### src/rtl/micro_branch_mem_subsystem.sv
// micro_branch_mem_subsystem: microsequencer next-address, loader/processor RAM port mux, 16-bit data RAM
module micro_branch_mem_subsystem #(
    parameter int ADDR_BITS = 8,
    parameter int UADDR_W   = 8
) (
    input  logic               i_clk1,
    input  logic               i_reset,
    input  logic               i_com_en_n,
    input  logic               i_halt,
    input  logic               i_jump_ir,
    input  logic               i_cond_z,
    input  logic               i_z,
    input  logic [UADDR_W-1:0] i_ir,
    input  logic [UADDR_W-1:0] i_next_field,
    output logic [UADDR_W-1:0] o_uaddr,
    input  logic               i_proc_write,
    input  logic [15:0]        i_proc_addr,
    input  logic [15:0]        i_proc_wdata,
    input  logic               i_com_write,
    input  logic [15:0]        i_com_addr,
    input  logic [15:0]        i_com_wdata,
    output logic               o_com_en,
    output logic [15:0]        o_mem_addr,
    output logic [15:0]        o_rdata,
    output logic               o_end_flag
);
    logic [15:0]          r_mem [0:(1<<ADDR_BITS)-1];
    logic [UADDR_W-1:0]   r_uaddr;
    logic                 r_end_flag;
    logic                 w_com_en;
    logic                 w_write;
    logic [15:0]          w_wdata;
    logic [ADDR_BITS-1:0] w_idx;

    // loader owns the RAM on request or once the microprogram has ended
    always_comb begin
        w_com_en   = ~i_com_en_n | i_halt;
        w_write    = w_com_en ? i_com_write : i_proc_write;
        w_wdata    = w_com_en ? i_com_wdata : i_proc_wdata;
        o_mem_addr = w_com_en ? i_com_addr  : i_proc_addr;
        w_idx      = o_mem_addr[ADDR_BITS-1:0];
    end

    // synchronous write port; contents survive reset
    always_ff @(posedge i_clk1) begin
        if (w_write) r_mem[w_idx] <= w_wdata;
    end

    // next microaddress: freeze while loader owns RAM, dispatch beats conditional branch
    always_ff @(posedge i_clk1) begin
        if (i_reset)
            r_uaddr <= '0;
        else if (!w_com_en)
            r_uaddr <= i_jump_ir ? i_ir : (i_cond_z && !i_z) ? r_uaddr + 1'b1 : i_next_field;
    end

    // end flag tracks halt every cycle regardless of RAM ownership
    always_ff @(posedge i_clk1) begin
        if (i_reset) r_end_flag <= 1'b0;
        else         r_end_flag <= i_halt;
    end

    assign o_rdata    = r_mem[w_idx];
    assign o_com_en   = w_com_en;
    assign o_uaddr    = r_uaddr;
    assign o_end_flag = r_end_flag;
endmodule

### config.mk
export PLATFORM = sky130hd
export DESIGN_NAME = micro_branch_mem_subsystem
export DESIGN_NICKNAME = d
export VERILOG_FILES = /design/src/rtl/micro_branch_mem_subsystem.sv
export SDC_FILE = /design/constraint.sdc
export NUM_CORES = 2
export LEC_CHECK = 0
export BUFFER_PORTS_ARGS = -buffer_cell sky130_fd_sc_hd__buf_4
export CAP_MARGIN = 20
export CORE_AREA = 5 5 806 808
export DETAILED_ROUTE_END_ITERATION = 10
export DIE_AREA = 0 0 811 813
export HOLD_SLACK_MARGIN = 0.08
export SKIP_LAST_GASP = 1
export SLEW_MARGIN = 20
export SYNTH_ARGS = -nofsm -noshare
export SYNTH_HDL_FRONTEND = slang
export SYNTH_SLANG_ARGS = --single-unit
### constraint.sdc
create_clock -name i_clk1 -period 10.5 [get_ports i_clk1]
set_input_delay 1.05 -clock i_clk1 [delete_from_list [all_inputs] [get_ports i_clk1]]
set_output_delay 1.05 -clock i_clk1 [all_outputs]
set_load 0.03 [all_outputs]
==> metrics.md <==
| Metric | Value |
|---|---|
| Clock root cell | `clkbuf_16` |
| Post-Syn Area | `160000 µm²` |
| Number of synthesized flops with an enable pin | `between 4000 and 5000` |
| Fmax | `121 MHz` |
| Most frequent cells in the layout | `edfxtp_1 (4096), nand2_1 (935), mux2i_1 (770), buf_4 (534), mux4_2 (432)` |
| Slowest CP cell | `a21oi_1` |
| Syn Inst Count | `around 8800` |
| Simple-Gate Fraction of Synth Area | `4.84%` |
| Capturing point of the worst reg2reg path | `o_uaddr[5]` |
| Routed wire per std cell | `25.4 µm` |
| FF+latch count, synth | `~4100` |
| Async SR Flop Fraction | `0%` |
| Initial core utilization | `approximately 25%` |
| Largest family of logic cells by synthesized area | `multiplexers` |
| Post-CTS Setup Inserts | `0` |
| Die footprint | `659000 µm²` |
| First-pass GRT wire length | `650 mm` |
| Compound-gate portion of the synthesized area | `5.51%` |
| Clock Skew | `0.00136 ns` |
| Synthesis Warnings | `0` |
| Final setup fails | `0` |
| Num CTS Buffers | `418` |
| CP cell instances | `buf_4, nor2b_4, inv_4, a21oi_4, inv_8, buf_12, buf_12, mux4_2, a22oi_1, nand3_1, a21oi_1, nand4_1, buf_4` |
| Die height | `813 µm` |
| Number of max-cap violations | `0` |
| DRT iter0 DRCs | `11996` |
| Mux cell area share after synthesis | `a little over a tenth` |
| Sequential area share after synthesis | `77.0%` |
| Least-Margin Pin Slew | `1.25 ns` |
| Pin count of the biggest net entering global routing | `189` |
| Endpoints failing hold | `0` |
| Setup crit end kind | `primary output` |
| Crit path time final | `8.25 ns` |
| Worst VDD drop | `approximately 0.15 mV` |
| Hold_sp | `i_reset` |
| DP Cell Count | `approximately 17000` |
| I/O Buffers | `130` |
| Pwr Density | `about 190 nW/µm²` |
| Fin nets | `~9400` |
| Reg2reg setup slack | `8.90 ns` |
| Row cnt | `approximately 300` |
| Setup TNS | `0 ns` |
| Syn nets | `8939` |
| Placer Congestion | `0.818` |
| Htree depth | `5` |
| Worst-path maximum fanout | `104` |
| Total congestion overflow | `0` |
| Clock Sinks | `4105` |
| Clk_lat worst skew | `between 0.9 and 1 ns` |
| Global Route Usage Sum | `13.4%` |
| FF-to-FF path depth | `6` |
| Max clock buf depth | `4` |
| Antenna-violating nets left | `0` |
| Avg Inst Size Synth | `roughly 18 µm²` |
| Worst path max stage delay | `roughly 0.84 ns` |
| Total routed wirelength | `about 460 mm` |
| Die width | `811 µm` |
| Post-synth top flop | `edfxtp_1` |
| Hold buffer count at cts | `0` |
| Area grow syn2layout | `16.9%` |
| CTS tree | `built` |
| Hold worst-path end | `o_uaddr[1]` |
| Layout Cells excl Fill | `18228` |
| Worst-path clk slew | `0.06 ns` |
| Fin area | `roughly 190000 µm²` |
| CTS resizes | `0` |
| Status | `completed` |
| Final Cycle Share | `78.6%` |
| Most common cell after layout, fill and taps aside | `edfxtp_1` |
| Layout cell share with drive strength beyond 1 | `about 18%` |
| Worst EP required | `about 9.5 ns` |
| Final max-slew violation count | `0` |
| Critical Path AT | `around 7 ns` |
| Vias | `approximately 88000` |
| Drt pass-1 iters | `6` |
| Vias per cell | `4.84` |
| Detailed placement HPWL | `271 mm` |
| Initial antenna violation count | `21` |
| Core area | `about 640000 µm²` |
| Slew margin rel. | `~15%` |
| Total placed instance area | `174000 µm²` |
| Cell count of the worst hold path | `2` |
| Leak Pwr | `58.3 nW` |
| Crit Path Category | `in -> out` |
| DRC errors left | `0` |
| Adder-cell share of the synthesized area | `0.00782%` |
| Worst min-delay path category | `in -> reg` |
| Netlist cell types | `51` |
| Vias in the first global route | `about 84000` |
| XOR/XNOR share of the synthesized area | `less than 1%` |
| Crit Reg-Reg Startpoint | `o_uaddr[2]` |
| RSZ-0062 raised after global routing | `no` |
| Total I/O pin count | `about 130` |
| Critical path startpoint category | `primary input` |
==> worst max path at each step <==
stage	from	to	slack, ns	depth (start not counted)
after floorplan	i_com_en_n	r_mem[0][0]	3.99	9
after global placement	i_com_en_n	o_rdata[8]	2.11	14
after detailed placement	i_com_en_n	o_rdata[8]	2.21	14
after CTS	i_com_en_n	o_rdata[8]	2.19	14
after global routing	i_com_en_n	o_rdata[8]	1.88	14
final	i_com_en_n	o_rdata[3]	2.25	13
==> registers in the layout (all words and copies together), names as in the netlist <==
name,cells
o_end_flag,1
o_uaddr,8
r_mem,4096
==> routing by layer <==
| metal | track usage (%) | wire length [µm] | up-vias |
|---|---|---|---|
| met5 | 0 | 73 | - |
| met4 | 4.03 | 14600 | 12 |
| met3 | 2.50 | 44400 | 679 |
| met2 | 21.3 | 215000 | 4479 |
| met1 | 18.7 | 189000 | 46238 |
| li1 | - | - | 36798 |
==> synth_stat cells (65+ instances only) <==
library cell	number	area share (%)
nor2b_1	67	0.26
nand3_1	369	1.2
edfxtp_1	4096	77
a22oi_1	97	0.46
nand4_1	65	0.25
a221oi_1	304	1.7
a211oi_1	220	1.0
mux2i_1	776	4.9
mux4_2	432	6.1
buf_2	153	0.48
nand2_1	967	2.3
a31oi_1	83	0.32
nor2_1	273	0.64
clkbuf_1	336	0.79
==> cells by family (layout without fill, tap and decap cells) <==
| kind of cell | Yosys count | in the layout |
|---|---|---|
| flip-flops | 4105 | 4105 |
| AND/OR/NAND/NOR | 1805 | 1805 |
| multiplexers | 1209 | 1209 |
| AO/OA/AOI/OAI | 1103 | 1103 |
| buffers and inverters | 620 | 1378 |
| XOR/XNOR | 6 | 6 |
| adder cells (fa/ha/maj) | 1 | 1 |
| other | 0 | 8 |
==> worst max-delay path: cells and delay by family <==
family / cells / cell delay [ns]
muxes: 1 / 0.63
AOI/OAI and AO/OA: 3 / 1.43
buffers and inverters: 6 / 2.36
and+or+nand+nor: 3 / 1.24
==> where the power goes <==
part	internal, W	total, W	switching (W)
logic	0.000729	0.00262	0.00189
clock network	0.00822	0.0145	0.00625
registers	0.0182	0.0182	0.0000135
==> final cells by class <==
class	instances	area, µm²
clock buffer	506	11000
multi-input combinational	4124	34800
fill	62802	456000
timing repair buffer	569	4660
sequential	4105	123000
tap	8613	10800
antenna	8	20.0
inverter	57	231
clock inverter	246	2230
==> per-stage QoR <==
| step | setup WS, ns | util [%] | hold WS (ns) | power, W |
|---|---|---|---|---|
| floorplan | 3.99 | - | 0.604 | 0.0202 |
| detailed placement | 2.21 | 27.0 | 0.488 | 0.0212 |
| CTS | 2.19 | 29.1 | 0.303 | 0.0356 |
| global route | 1.88 | 29.1 | 0.343 | 0.0364 |
| finish | 2.25 | 29.1 | 0.368 | 0.0353 |
| global placement | 2.11 | 27.0 | 0.482 | 0.0212 |
(Power assumes the default switching activity.)
